File: config.mk
export PLATFORM = sky130hd
export DESIGN_NAME = ggt_stein
export DESIGN_NICKNAME = d
export VERILOG_FILES = /design/src/rtl/ggt_stein.sv
export SDC_FILE = /design/constraint.sdc
export NUM_CORES = 1
export LEC_CHECK = 0
export CAP_MARGIN = 0
export CORE_UTILIZATION = 39
export CTS_BUF_LIST = sky130_fd_sc_hd__clkbuf_8
export DETAILED_ROUTE_END_ITERATION = 16
export GPL_TIMING_DRIVEN = 1
export PLACE_DENSITY = 0.55
export SYNTH_ARGS = -nofsm -noshare
export SYNTH_HDL_FRONTEND = slang
export SYNTH_SLANG_ARGS = --single-unit
File: constraint.sdc
create_clock -name clk -period 8.35 [get_ports clk]
set_input_delay 1.67 -clock clk [delete_from_list [all_inputs] [get_ports clk]]
set_output_delay 1.67 -clock clk [all_outputs]
set_load 0.05 [all_outputs]
File: src/rtl/ggt_stein.sv
// ---------------------------------------------------------------------------
// ggt_stein -- binary (Stein) greatest-common-divisor responder.
//
// Takes one subtract-or-shift step per clock and has no divider. It uses the
// same start/valid handshake as the Euclid core ggt_top, so it can replace
// that core directly.
//
// Parameters
//   WIDTH  operand and result width in bits
//   CNTW   width of the common-power-of-two counter k (2**CNTW > WIDTH)
//
// Ports
//   clk         system clock, all state updates on the rising edge
//   rst_i       asynchronous reset, active high
//   start_i     request; only looked at in IDLE and DONE
//   Zahl1_i     operand a, captured when start_i is accepted
//   Zahl2_i     operand b, captured when start_i is accepted
//   valid_o     result valid; a level held until the next accepted start
//   ergebnis_o  gcd(a,b); stable while valid_o is high
//   busy_o      high in every state except IDLE and DONE
//   zyklen_o    (only with GGT_CYCLE_COUNT_EN) number of cycles from start
//               acceptance to DONE entry, saturating, held with ergebnis_o
//
// Build option
//   GGT_CYCLE_COUNT_EN  when defined, adds the zyklen_o port and the
//                       latency counter behind it.
// ---------------------------------------------------------------------------
module ggt_stein #(
    parameter int WIDTH = 16,
    parameter int CNTW  = 5
) (
    input  logic             clk,
    input  logic             rst_i,
    input  logic             start_i,
    input  logic [WIDTH-1:0] Zahl1_i,
    input  logic [WIDTH-1:0] Zahl2_i,
    output logic             valid_o,
    output logic [WIDTH-1:0] ergebnis_o,
    output logic             busy_o
`ifdef GGT_CYCLE_COUNT_EN
    ,
    output logic [15:0]      zyklen_o
`endif
);

    typedef enum logic [2:0] {
        S_IDLE   = 3'd0,
        S_CHECK  = 3'd1,
        S_SHIFT  = 3'd2,
        S_NORM   = 3'd3,
        S_REDUCE = 3'd4,
        S_FIX    = 3'd5,
        S_DONE   = 3'd6
    } state_t;

    localparam logic [WIDTH-1:0] ZERO_W = {WIDTH{1'b0}};

    state_t           state_q, state_d;
    logic [WIDTH-1:0] a_q, a_d;
    logic [WIDTH-1:0] b_q, b_d;
    logic [CNTW-1:0]  k_q, k_d;
    logic [WIDTH-1:0] ergebnis_q, ergebnis_d;
    logic             valid_q, valid_d;
    logic             busy_q, busy_d;
    logic             start_ok_s;

    // A start counts only while the core is idle or holding a result.
    assign start_ok_s = start_i && ((state_q == S_IDLE) || (state_q == S_DONE));

    // State register.
    always_ff @(posedge clk or posedge rst_i) begin
        if (rst_i) begin
            state_q <= S_IDLE;
        end else begin
            state_q <= state_d;
        end
    end

    // Next-state logic.
    always_comb begin
        state_d = state_q;
        case (state_q)
            S_IDLE: begin
                if (start_i) state_d = S_CHECK;
                else         state_d = S_IDLE;
            end
            S_CHECK: begin
                if ((a_q == ZERO_W) || (b_q == ZERO_W)) state_d = S_DONE;
                else                                    state_d = S_SHIFT;
            end
            S_SHIFT: begin
                if (a_q[0] || b_q[0]) state_d = S_NORM;
                else                  state_d = S_SHIFT;
            end
            S_NORM: begin
                if (a_q[0]) state_d = S_REDUCE;
                else        state_d = S_NORM;
            end
            S_REDUCE: begin
                if (b_q == ZERO_W) state_d = S_FIX;
                else               state_d = S_REDUCE;
            end
            S_FIX: begin
                state_d = S_DONE;
            end
            S_DONE: begin
                if (start_i) state_d = S_CHECK;
                else         state_d = S_DONE;
            end
            default: begin
                state_d = S_IDLE;
            end
        endcase
    end

    // Datapath next values: operand capture, Stein steps, result capture.
    always_comb begin
        a_d        = a_q;
        b_d        = b_q;
        k_d        = k_q;
        ergebnis_d = ergebnis_q;
        case (state_q)
            S_IDLE, S_DONE: begin
                if (start_i) begin
                    a_d = Zahl1_i;
                    b_d = Zahl2_i;
                    k_d = {CNTW{1'b0}};
                end else begin
                    a_d = a_q;
                end
            end
            S_CHECK: begin
                // A zero operand makes the other one the answer: gcd(0,x)=x.
                if (a_q == ZERO_W) begin
                    ergebnis_d = b_q;
                end else if (b_q == ZERO_W) begin
                    ergebnis_d = a_q;
                end else begin
                    k_d = {CNTW{1'b0}};
                end
            end
            S_SHIFT: begin
                // Strip common factors of two and count them in k.
                if (!(a_q[0] || b_q[0])) begin
                    a_d = a_q >> 1;
                    b_d = b_q >> 1;
                    k_d = k_q + {{(CNTW-1){1'b0}}, 1'b1};
                end else begin
                    k_d = k_q;
                end
            end
            S_NORM: begin
                // Make a odd; b may still be even, which REDUCE handles.
                if (!a_q[0]) begin
                    a_d = a_q >> 1;
                end else begin
                    a_d = a_q;
                end
            end
            S_REDUCE: begin
                // a stays odd: it is only replaced by an odd b. Both
                // subtractions take the larger operand as the minuend.
                if (b_q == ZERO_W) begin
                    b_d = b_q;
                end else if (!b_q[0]) begin
                    b_d = b_q >> 1;
                end else if (a_q > b_q) begin
                    a_d = b_q;
                    b_d = a_q - b_q;
                end else begin
                    b_d = b_q - a_q;
                end
            end
            S_FIX: begin
                // Put back the common power of two. The result never
                // exceeds either input, so the shift cannot overflow.
                ergebnis_d = a_q << k_q;
            end
            default: begin
                a_d = a_q;
            end
        endcase
    end

    // Output decode: valid follows DONE one cycle later, busy tracks the
    // next state so that it rises on the accepting edge.
    always_comb begin
        valid_d = 1'b0;
        busy_d  = 1'b0;
        if ((state_q == S_DONE) && !start_i) begin
            valid_d = 1'b1;
        end else begin
            valid_d = 1'b0;
        end
        if ((state_d == S_IDLE) || (state_d == S_DONE)) begin
            busy_d = 1'b0;
        end else begin
            busy_d = 1'b1;
        end
    end

    // Datapath and output registers.
    always_ff @(posedge clk or posedge rst_i) begin
        if (rst_i) begin
            a_q        <= ZERO_W;
            b_q        <= ZERO_W;
            k_q        <= {CNTW{1'b0}};
            ergebnis_q <= ZERO_W;
            valid_q    <= 1'b0;
            busy_q     <= 1'b0;
        end else begin
            a_q        <= a_d;
            b_q        <= b_d;
            k_q        <= k_d;
            ergebnis_q <= ergebnis_d;
            valid_q    <= valid_d;
            busy_q     <= busy_d;
        end
    end

    assign valid_o    = valid_q;
    assign ergebnis_o = ergebnis_q;
    assign busy_o     = busy_q;

`ifdef GGT_CYCLE_COUNT_EN
    logic [15:0] cnt_q, cnt_d;
    logic [15:0] zyklen_q, zyklen_d;
    logic [15:0] cnt_inc_s;

    // Saturating increment of the running cycle count.
    always_comb begin
        if (cnt_q == 16'hFFFF) cnt_inc_s = cnt_q;
        else                   cnt_inc_s = cnt_q + 16'd1;
    end

    // Count from the accepting edge and latch the total when DONE is entered.
    always_comb begin
        cnt_d    = cnt_q;
        zyklen_d = zyklen_q;
        if (start_ok_s) begin
            cnt_d = 16'd0;
        end else if ((state_q != S_IDLE) && (state_q != S_DONE)) begin
            cnt_d = cnt_inc_s;
        end else begin
            cnt_d = cnt_q;
        end
        if ((state_q != S_DONE) && (state_d == S_DONE)) begin
            zyklen_d = cnt_inc_s;
        end else begin
            zyklen_d = zyklen_q;
        end
    end

    // Cycle counter registers.
    always_ff @(posedge clk or posedge rst_i) begin
        if (rst_i) begin
            cnt_q    <= 16'd0;
            zyklen_q <= 16'd0;
        end else begin
            cnt_q    <= cnt_d;
            zyklen_q <= zyklen_d;
        end
    end

    assign zyklen_o = zyklen_q;
`else
    logic unused_start_ok_s;
    assign unused_start_ok_s = start_ok_s;
`endif

endmodule

==> metrics.md <==
| Metric | Value |
|---|---|
| Die area | 14200 um2 |
| Detailed Place HPWL | 12.6 mm |
| Worst Hold End | ergebnis_o[4] |
| Gr usage total | 24.8% |
| Tcrit/Tclk final | 51.7% |
| CTS Sinks | 58 |
| HP Start | ergebnis_o[4] |
| Hold Vio Cnt, Final | 0 |
| Die W | 119 um |
| Crit Path Class | flip-flop to flip-flop |
| Synth Area in Compound Gates | 27.3% |
| Smallest hold slack | 0.497 ns |
| Mux share of post-synthesis cell area | 12.4% |
| Clock buffer depth | 2 |
| Instance count of the mapped netlist | 668 |
| Worst-path clk slew | 0.07 ns |
| Synth Area in Adders | 8.44% |
| Drt via density | 5.99 |
| Drt first pass iters | 8 |
| Post-Synth Simple-Gate Area | 15.2% |
| DR WL/cell | 19.8 um |
| Syn nets | 738 |
| Crit. End Element | flip-flop |
| Detailed Route WL | 17.2 mm |
| Number of H-tree levels | 3 |
| Area occupied by multi-input gates | 3520 um2 |
| Core area | 13300 um2 |
| # IOs | 53 |
| Area grow syn2layout | 13.7% |
| Worst skew pair latency | 0.36 ns |
| ANT nets after route | 0 |
| Hold depth | 1 |
| Place WS | 3.84 ns |
| Initial DRC count | 580 |
| Worst Skew | 0.0149 ns |
| Final nets | 756 |
| Post-synth EDFFs | 0 |
| Fmax | 232 MHz |
| R2R Path Start | a_q[0] |
| Actual slew at the worst max-slew pin | 1.09 ns |
| Hold buffers post-CTS | 0 |
| Outcome | finished clean |
| Fin crit period | 4.32 ns |
| Crit Path Max Fanout | 27 |
| Area leader, netlist | dfrtp_1 |
| Final setup viols | 0 |
| Vias in the first global route | 5076 |
| Top post-synthesis cells by count | nand2_1, a21oi_1, o21ai_0, dfrtp_1, inv_1 |
| Critical Path RT | 8.59 ns |
| Top area cells in the synthesized netlist | dfrtp_1, mux2i_1, ha_1 |
| RR Endpoint | a_q[15] |
| Diodes inserted | 0 |
| FF+latch count, synth | 58 |
| Avg Cell Area, Syn | 8.03 um2 |
| Synth Area in XOR/XNOR | 2.28% |
| Synthesized area | 5370 um2 |
| Register Area | 1450 um2 |
| Crit-path slowest cell | nor2b_2 |
| Total grt overflow | 0 |
| Row count | 42 |
| Worst R2R Path Depth | 13 |
| Nature of the critical path startpoint | flip-flop |
| Worst EP arrival | 4.55 ns |
| CP peak stage delay | 0.87 ns |
| Hold crit path type | flip-flop to flip-flop |
| Clock root cell | clkbuf_8 |
| Asr flop ratio synth | 100% |
| Initial antenna violation count | 0 |
| Setup TNS | 0 ns |
| Post-cts sizing count | 0 |
| Max-slew headroom | 27.1% |
| Filler instances | 1349 |
| Routability cong. | 0.916 |
| # port buffers | 52 |
| Post-CTS Setup Bufs | 0 |
| Die Y-Extent | 119 um |
| Max-slew violations | 0 |
| Clock buffer count from CTS | 9 |
| Unique masters post-synth | 52 |
| Largest family of logic cells by synthesized area | compound AO/OA/AOI/OAI gates |
| Register area share after synthesis | 27.0% |
| Dominant synthesized flop cell | dfrtp_1 |
| DRC viols | 0 |
| Yosys warnings | 0 |
| Initial Util | 40.2% |
| Count leader, synth | nand2_1 |
| Setup slack after layout | 4.03 ns |
| Crit-path cells | inv_1 -> ha_1 -> inv_1 -> fa_1 -> nand3_1 -> a21oi_1 -> o31a_2 -> a2bb2oi_4 -> nand2_1 -> a21oi_1 -> nor2_1 -> nor2b_2 -> mux2_2 |
| Worst reg2reg setup slack | 4.03 ns |
| Max-cap violations | 0 |
| Vias | 5194 |
| First-pass GRT wire length | 27.3 mm |
| CTS tree | built |
| RSZ-0062 raised after global routing | false |
| Largest net degree at the start of global routing | 59 |
| Post-synth top area share | 27.0% |
| Layout cells sized above 1 | 5.35% |
## cell usage in the layout (no fill, tap or decap), drive strengths merged, types with 12 or more instances in the layout
cell type / instances
a21oi: 70
clkbuf: 12
clkdlybuf4s50: 52
dfrtp: 58
ha: 33
inv: 49
mux2i: 46
nand2: 79
nor2: 30
o21ai: 74
o22ai: 16
## worst max-delay path: cells and delay by family (launching register included)
kind	cells	cell delay [ns]
flip-flops	1	0.59
adder cells (fa/ha/maj)	2	0.48
AO/OA/AOI/OAI	4	1.25
multiplexers	1	0.42
AND/OR/NAND/NOR	4	1.16
buffers and inverters	2	0.28
## area by class of cell
type | count | area share [%]
multi-input combinational | 514 | 57.7
clock buffer | 12 | 2.71
tap | 176 | 3.61
timing repair buffer | 56 | 9.02
inverter | 47 | 2.89
clock inverter | 4 | 0.287
sequential | 58 | 23.8
## state kept, by name (all words and copies together), names as in the netlist
signal      cells
a_q            16
b_q            16
busy_o          1
ergebnis_o     16
k_q             5
state_q         3
valid_o         1
## logic make-up after synthesis
| family | after synthesis |
|---|---|
| AOI/OAI and AO/OA | 235 |
| adders and majority gates | 35 |
| and+or+nand+nor | 172 |
| DFF | 58 |
| buffers and inverters | 96 |
| xor gates and xnor gates | 14 |
| muxes | 58 |
## through the flow
stage | instances | area [um2] | util [%]
CTS | 867 | 6100 | 45.7
global route | 867 | 6100 | 45.7
detailed placement | 851 | 5920 | 44.4
finish | 867 | 6100 | 45.7
global placement | 851 | 5920 | 44.4
floorplan | 668 | 5370 | -
## per-layer routing
layer  track usage [%]  up-vias  part of all wire, %
met4              12.1        0                  2.7
met3              2.49       31                  4.8
li1                  -     2462                    -
met1              33.4     2523                   45
met2              39.6      178                   47
met5                 0        -                    0
## how the worst max path moves through the flow
stage	start	endpoint	slack, ns	depth (start not counted)
after floorplan	start_i	a_q[10]	5.17	10
after global placement	start_i	a_q[15]	3.91	10
after detailed placement	start_i	a_q[15]	3.84	10
after CTS	a_q[0]	a_q[15]	4.09	13
after global routing	a_q[0]	a_q[15]	3.73	13
final	a_q[0]	a_q[15]	4.03	13
Power is not shown: default switching activity piles up to over one toggle a cycle in this logic, so the estimate is an artifact.
